### config.mk
export PLATFORM = sky130hd
export DESIGN_NAME = add_unit
export DESIGN_NICKNAME = d
export VERILOG_FILES = /design/src/rtl/add_unit_pkg.sv /design/src/rtl/add_unit_core.sv /design/src/rtl/add_unit.sv
export SDC_FILE = /design/constraint.sdc
export NUM_CORES = 1
export LEC_CHECK = 0
export BUFFER_PORTS_ARGS = -buffer_cell sky130_fd_sc_hd__buf_2
export CELL_PAD_IN_SITES_DETAIL_PLACEMENT = 0
export CELL_PAD_IN_SITES_GLOBAL_PLACEMENT = 1
export CORE_MARGIN = 2
export CORE_UTILIZATION = 35
export CTS_BUF_LIST = sky130_fd_sc_hd__clkbuf_8
export DETAILED_ROUTE_END_ITERATION = 12
export GPL_ROUTABILITY_DRIVEN = 0
export HOLD_SLACK_MARGIN = 0.1
export PLACE_DENSITY_LB_ADDON = 0.05
export SYNTH_ARGS = -nofsm -noshare
export SYNTH_HDL_FRONTEND = slang
export SYNTH_SLANG_ARGS = --single-unit
### constraint.sdc
create_clock -name clk -period 1.52 [get_ports clk]
set_clock_uncertainty 0.1 [all_clocks]
set_input_delay 0.38 -clock clk [delete_from_list [all_inputs] [get_ports clk]]
set_output_delay 0.38 -clock clk [all_outputs]
set_load 0.005 [all_outputs]
### src/rtl/add_unit_pkg.sv
// Constants shared by the registered adder and its combinational core.
package add_unit_pkg;

  localparam logic SAT_WRAP = 1'b0;
  localparam logic SAT_SAT  = 1'b1;

endpackage

### src/rtl/add_unit_core.sv
// Combinational add_core: raw (DATAWIDTH+1)-bit sum with carry, signed overflow
// and optional unsigned saturation.
module add_core
  import add_unit_pkg::*;
#(
  parameter int DATAWIDTH = 8
) (
  input  logic [DATAWIDTH-1:0] a,
  input  logic [DATAWIDTH-1:0] b,
  input  logic                 sat,
  output logic [DATAWIDTH-1:0] sum,
  output logic                 carry,
  output logic                 ovf
);

  localparam int MSB = DATAWIDTH - 1;

  logic [DATAWIDTH:0] raw;

  assign raw   = {1'b0, a} + {1'b0, b};
  assign carry = raw[DATAWIDTH];

  // Overflow always comes from the raw sum, so it is reported even when saturating.
  assign ovf = (a[MSB] == b[MSB]) && (raw[MSB] != a[MSB]);

  always_comb begin
    sum = raw[MSB:0];
    if ((sat == SAT_SAT) && carry) begin
      sum = '1;
    end
  end

endmodule

### src/rtl/add_unit.sv
// Registered adder with a single-entry valid/ready output register; accepted
// operands appear on the outputs one cycle later.
module add_unit
  import add_unit_pkg::*;
#(
  parameter int DATAWIDTH = 8
) (
  input  logic                 clk,
  input  logic                 rst_n,
  input  logic                 in_valid,
  output logic                 in_ready,
  input  logic [DATAWIDTH-1:0] a,
  input  logic [DATAWIDTH-1:0] b,
  input  logic                 sat,
  output logic                 out_valid,
  input  logic                 out_ready,
  output logic [DATAWIDTH-1:0] sum,
  output logic                 carry,
  output logic                 ovf
);

  logic [DATAWIDTH-1:0] core_sum;
  logic                 core_carry;
  logic                 core_ovf;

  logic                 valid_q, valid_d;
  logic [DATAWIDTH-1:0] sum_q, sum_d;
  logic                 carry_q, carry_d;
  logic                 ovf_q, ovf_d;
  logic                 accept;
  logic                 consume;

  add_core #(
    .DATAWIDTH(DATAWIDTH)
  ) u_core (
    .a    (a),
    .b    (b),
    .sat  (sat),
    .sum  (core_sum),
    .carry(core_carry),
    .ovf  (core_ovf)
  );

  // No skid buffer: a slot frees up in the same cycle the consumer takes the result.
  assign in_ready = !valid_q || out_ready;
  assign accept   = in_valid && in_ready;
  assign consume  = valid_q && out_ready;

  always_comb begin
    valid_d = valid_q;
    sum_d   = sum_q;
    carry_d = carry_q;
    ovf_d   = ovf_q;
    if (accept) begin
      valid_d = 1'b1;
      sum_d   = core_sum;
      carry_d = core_carry;
      ovf_d   = core_ovf;
    end else if (consume) begin
      valid_d = 1'b0;
    end
  end

  always_ff @(posedge clk or negedge rst_n) begin
    if (!rst_n) begin
      valid_q <= 1'b0;
      sum_q   <= '0;
      carry_q <= 1'b0;
      ovf_q   <= 1'b0;
    end else begin
      valid_q <= valid_d;
      sum_q   <= sum_d;
      carry_q <= carry_d;
      ovf_q   <= ovf_d;
    end
  end

  assign out_valid = valid_q;
  assign sum       = sum_q;
  assign carry     = carry_q;
  assign ovf       = ovf_q;

endmodule

==> impl_metrics.yaml, run 1 <==
power:
  powerDensity_nw_per_um2: 830
  p_total_uw: 1060
  p_leak_uw: 0.000610
  pwr-share-seq_pct: 35.2
  swShare_pct: 29.1
  intPower_uw: 754
  vdd_ir_drop_max_mv: 0.466
  combPwrFrac_pct: 38.9
  clockPowerShare_pct: 25.9
  power.switching_uw: 310
die:
  fp.dieArea_um2: 2570
  core_um2: 2000
  die-width_um: 50.7
  placementRows: 16
  dieHeight_um: 50.7
  start_util_pct: 38.1
  ios: 33
critical_path:
  start_kind: "primary input"
  critPathKind: "primary input to flip-flop"
  end_kind: "flip-flop"
  cp_max_fo: 7
  r2r_cells: 4
  cp_top_family: "compound AO/OA/AOI/OAI gates"
  rr_endpoint: "sum[6]$_DFFE_PN0P_"
  slowest_delay_ps: 410
  worstPathCellList: "buf_6 -> ha_4 -> fa_2 -> a211oi_4 -> nor3_2 -> o41a_1 -> nand2b_4 -> o22a_1"
  r2r_setup_slack_ps: 240
  cp.required_ps: 1540
  crit_path_top_delay_cell: "o41a_1"
  crit_buf_inv: 1
  r2r_start: "out_valid$_DFFE_PN0P_"
  arrival_ps: 2090
layout:
  fillCellCount: 181
  fin_nets: 165
  multi_input_area_um2: 589
  final_layout_size_suffix_gt1_share_pct: 48.5
  regArea_um2: 275
  num_antenna_cells: 0
  area_growth_syn_to_layout_pct: 67.9
sta:
  hold_violations: 0
  finalSetupTns_ps: -4410
  worst_slew_pin_slew_ps: 331
  period_minus_slack_ps: 2070
  rsz0062_at_grt: "true"
  hold_ws_ps: 272
  timing.final.ws_setup_ps: -552
  slew_violations: 0
  period_share_pct: 136
  max_freq_ghz: 0.483
  slew_headroom_pct: 77.9
  setup_viol: 10
hold_path:
  hold_class: "primary input to flip-flop"
  hp-start: "in_valid"
  hold_end: "out_valid$_DFFE_PN0P_"
  hold_depth: 2
yosys:
  ys_top_cells_by_area: "dfrtp_1, ha_1, nand2_1"
  synth_area_per_cell_um2: 9.42
  synth_edf_count: 0
  yosys_most_used_dff: "dfrtp_1"
  synth_cell_types: 25
  yosys.area.top_type_share_pct: 36.1
  syn-num-nets: 111
  yosys.area.top_type: "dfrtp_1"
  async_flop_share_pct: 100
  ys_warn_count: 0
  syn-instance-count: 81
  ys_ff_latch: 11
  synth.most_common_cell: "nand2_1"
  synth_area_um2: 763
  ys_seq_area_share_pct: 36.1
  synth_common_cells: "nand2_1, dfrtp_1, o21ai_0, ha_1, a21oi_1"
routing:
  antenna_left: 0
  drt_iter0_markers: 5
  drt-wirelength-per-cell_um: 10.9
  viasPerCell: 4.75
  drt_pass1_iterations: 3
  vias: 764
  routed_wl_um: 1750
  drc: 0
job:
  maxCapViolations: 0
clock_tree:
  cts_tree: "built"
  cts_buffers: 3
  root_buffer: "clkbuf_8"
  htreeDepth: 1
  cts-root-to-sink-buffers: 2
  clk_pin_slew_ps: 50
  clk_latency_ps: 230
  clock_sinks: 11
placement:
  dp_hpwl_um: 1390
  io_buffers: 32
  dp_slack_ps: -784
grt:
  first_global_vias: 713
  grt_usage_pct: 14.8
  grt_pass1_wl_um: 2820
  antenna_found_initial: 0
  grt_overflow: 0
  grt_start_max_net_pins: 12
status:
  violations: "negative setup slack"
  status: "finished with violations"
[cell families after synthesis]
| group | after synthesis | synth area share [%] |
|---|---|---|
| XOR/XNOR | 7 | 8.03 |
| adder cells (fa/ha/maj) | 9 | 15.7 |
| AND/OR/NAND/NOR | 23 | 14.4 |
| buffers and inverters | 2 | 0.983 |
| flip-flops | 11 | 36.1 |
| AO/OA/AOI/OAI | 29 | 24.8 |
[power by group through the flow]
stage / Sequential [uW] / Combinational (uW) / Clock, uW
2_1_floorplan: 386 / 184 / 0
3_3_place_gp: 377 / 353 / 0
3_5_place_dp: 380 / 356 / 0
4_1_cts: 375 / 382 / 284
5_1_grt: 381 / 465 / 303
6_report: 374 / 414 / 275
[cells in the final DEF, fill, tap and decap left out, types with 2 or more instances in the layout]
| cell | count |
|---|---|
| buf_2 | 28 |
| a21o_1 | 2 |
| xor2_1 | 3 |
| o22a_1 | 2 |
| clkbuf_8 | 3 |
| o21ai_0 | 6 |
| o21a_1 | 2 |
| inv_1 | 2 |
| nand2b_1 | 2 |
| ha_1 | 3 |
| a21oi_1 | 4 |
| a21oi_2 | 2 |
| xnor2_1 | 4 |
| o21ai_1 | 3 |
| ha_4 | 5 |
| dfrtp_1 | 11 |
| o211ai_1 | 2 |
| a211oi_4 | 2 |
| nand2_1 | 16 |
| buf_6 | 5 |
| buf_4 | 15 |
[area by class of cell]
type	count	share of cell area, %
tap	27	2.64
sequential	11	21.5
inverter	1	0.293
clock inverter	1	0.293
clock buffer	3	3.22
multi-input combinational	68	46.0
timing repair buffer	50	26.1
[how the worst max path moves through the flow]
stage                     cells after the start                  to  from
after floorplan                               7  sum[6]$_DFFE_PN0P_  a[0]
after global placement                        8  sum[6]$_DFFE_PN0P_  a[0]
after detailed placement                      8  sum[7]$_DFFE_PN0P_  a[0]
after CTS                                     8  sum[7]$_DFFE_PN0P_  a[0]
after global routing                          8  sum[6]$_DFFE_PN0P_  a[0]
final                                         8  sum[6]$_DFFE_PN0P_  a[0]
[per-layer routing]
metal	vias to the layer above	routed length [um]	part of all wire (%)	global-route usage, %
li1	398	-	-	-
met4	0	46	2.6	9.46
met1	337	753	43	17.3
met5	-	0	0	0
met2	24	859	49	24.8
met3	5	92	5.3	2.68
[metrics by stage]
step	std cells	instance area (um^2)	util, %
3_3_place_gp	155	1090	54.6
3_5_place_dp	155	1090	54.6
5_1_grt	161	1280	64.0
6_report	161	1280	64.0
2_1_floorplan	81	782	-
4_1_cts	160	1210	60.6
[timing repair]
| item | in CTS | in global routing |
|---|---|---|
| setup endpoints to repair | 10 | 10 |
| endpoints found under the hold margin | 11 | 0 |
| gates resized for setup | 11 | 10 |
| setup buffers | 1 | 1 |
| pin swaps | 8 | 9 |
| cloned | 0 | 0 |
| hold buffers | 1 | 0 |
[state kept, by name (all words and copies together) (netlist names)]
name,cells
sum,8
carry,1
out_valid,1
ovf,1
[worst reg2reg max path: stages (launching register included)]
cell	delay [ps]
dfrtp_1	370
nand2b_1	120
and2_1	340
nand2b_4	80
o22a_1	160
Note: power is estimated with default switching activity, not from simulation.
==> run 2, diff against run 1 <==
Settings changed: REMOVE_ABC_BUFFERS set to 1.
==> run 2 against run 1 <==
The run still ends with negative setup slack left. Total power is 4.4% lower. Hold slack worse by 10 ps. Die area stayed put. Non-clock buffer count is 2 lower. Sequential share of layout area is 2.1 points higher. Wire length is 2.8% lower. Clock-buffer cell count stayed put. Via count is 1.7% lower. Critical path depth stayed put. Sequential power hardly changed. Worst setup slack better by 35 ps.
==> impl_metrics.yaml, run 2 (synthesized netlist as in run 1, its figures left out) <==
sta:
  hold_ws_ps: 262
  rsz0062_at_grt: "true"
  slew_violations: 0
  max_freq_ghz: 0.491
  finalSetupTns_ps: -4510
  slew_headroom_pct: 78.6
  timing.final.ws_setup_ps: -517
  setup_viol: 10
  period_minus_slack_ps: 2040
  hold_violations: 0
  worst_slew_pin_slew_ps: 318
  period_share_pct: 134
critical_path:
  cp.required_ps: 1540
  cp_max_fo: 7
  critPathKind: "primary input to flip-flop"
  r2r_start: "out_valid$_DFFE_PN0P_"
  cp-startpoint: "b[0]"
  worstPathCellList: "buf_6 -> ha_4 -> fa_2 -> a211oi_4 -> nor3_2 -> o41a_1 -> nand2b_4 -> o22a_1"
  start_kind: "primary input"
  end_kind: "flip-flop"
  slowest_delay_ps: 390
  crit_path_top_delay_cell: "o41a_1"
  arrival_ps: 2050
routing:
  vias: 751
  drt_iter0_markers: 1
  drt-wirelength-per-cell_um: 10.7
  drt_pass1_iterations: 4
  viasPerCell: 4.72
  routed_wl_um: 1700
  antenna_left: 0
  drc: 0
placement:
  dp_hpwl_um: 1420
  dp.cells: 154
  io_buffers: 32
power:
  powerDensity_nw_per_um2: 873
  vdd_ir_drop_max_mv: 0.451
  p_leak_uw: 0.000587
layout:
  final_cell_count_no_fill: 159
  fin_nets: 163
  largest_register_ff_count: 8
  area_growth_syn_to_layout_pct: 52.6
  layout_commonest_cell: "buf_2"
  final_layout_size_suffix_gt1_share_pct: 42.4
  final_cell_mix: "buf_2, nand2_1, buf_4"
  num_antenna_cells: 0
clock_tree:
  clock_sinks: 11
  clk_pin_slew_ps: 50
  htreeDepth: 1
  clk_latency_ps: 230
  cts_tree: "built"
  cts-root-to-sink-buffers: 2
  cts_setup_buffers: 0
  root_buffer: "clkbuf_8"
  cts_buffers: 3
die:
  placementRows: 16
  start_util_pct: 38.1
  core_um2: 2000
  die-width_um: 50.7
  fp.dieArea_um2: 2570
  ios: 33
  dieHeight_um: 50.7
job:
  maxCapViolations: 0
grt:
  grt_pass1_wl_um: 3040
  antenna_found_initial: 0
  grt_overflow: 0
  first_global_vias: 746
  grt_usage_pct: 15.6
  grt_start_max_net_pins: 12
hold_path:
  hp-start: "in_valid"
  hold_class: "primary input to flip-flop"
status:
  status: "finished with violations"
  violations: "negative setup slack"
## run 2: changes by cell type in the layout (fill, tap and decap cells not counted), sizes merged
cell	before	now
buf	49	47
## run 2: layout make-up
type	instances	area (um^2)
Clock buffer	3	41.3
Clock inverter	1	3.75
Fill cell	183	837
Inverter	1	3.75
Multi-Input combinational cell	68	512
Sequential cell	11	275
Tap cell	27	33.8
Timing Repair Buffer	48	295
## run 2: metal layers
| metal | up-vias | track usage, % | share of wire [%] |
|---|---|---|---|
| li1 | 393 | - | - |
| met1 | 333 | 18.2 | 44 |
| met2 | 23 | 27.2 | 49 |
| met3 | 2 | 2.68 | 5.9 |
| met4 | 0 | 8.11 | 1.1 |
| met5 | - | 0 | 0 |
## run 2: critical path, delay by kind of cell
| kind | cells | cell delay, ps |
|---|---|---|
| simple gates | 2 | 240 |
| fa+ha+maj | 2 | 540 |
| compound gates | 3 | 800 |
| buf+inv | 1 | 100 |
## run 2: metrics by stage
step                      setup WS, ps  util (%)  total power [uW]  instance area [um^2]
after floorplan                   -796         -               564                   759
after global placement            -937      53.3               721                  1070
after detailed placement          -983      53.3               730                  1070
after CTS                         -519      57.8              1030                  1160
after global routing              -577      58.2              1100                  1160
final                             -517      58.2              1020                  1160
## run 2: what timing repair did
action / 4_1_cts / 5_1_grt
setup endpoints to repair: 10 / 10
endpoints found under the hold margin: 11 / 0
pin swaps: 8 / 0
resized for setup: 8 / 1
hold buffers: 1 / 0
## run 2: where the power goes
part | switching, uW | leakage [uW] | total [uW] | internal (uW)
registers | 25.0 | 0.000130 | 374 | 349
logic | 170 | 0.000430 | 367 | 197
clock network | 99.7 | 0.0000269 | 276 | 176
total | 295 | 0.000587 | 1020 | 722
## run 2: worst paths after layout
kind	endpoint	slack, ps	cells past startpoint
setup / recovery	sum[7]$_DFFE_PN0P_	-520	8
hold / removal	out_valid$_DFFE_PN0P_	260	2
setup reg to reg	sum[7]$_DFFE_PN0P_	260	4
hold reg to reg	sum[2]$_DFFE_PN0P_	360	2
max in group asynchronous	sum[3]$_DFFE_PN0P_	680	2
min in group asynchronous	carry$_DFFE_PN0P_	440	2
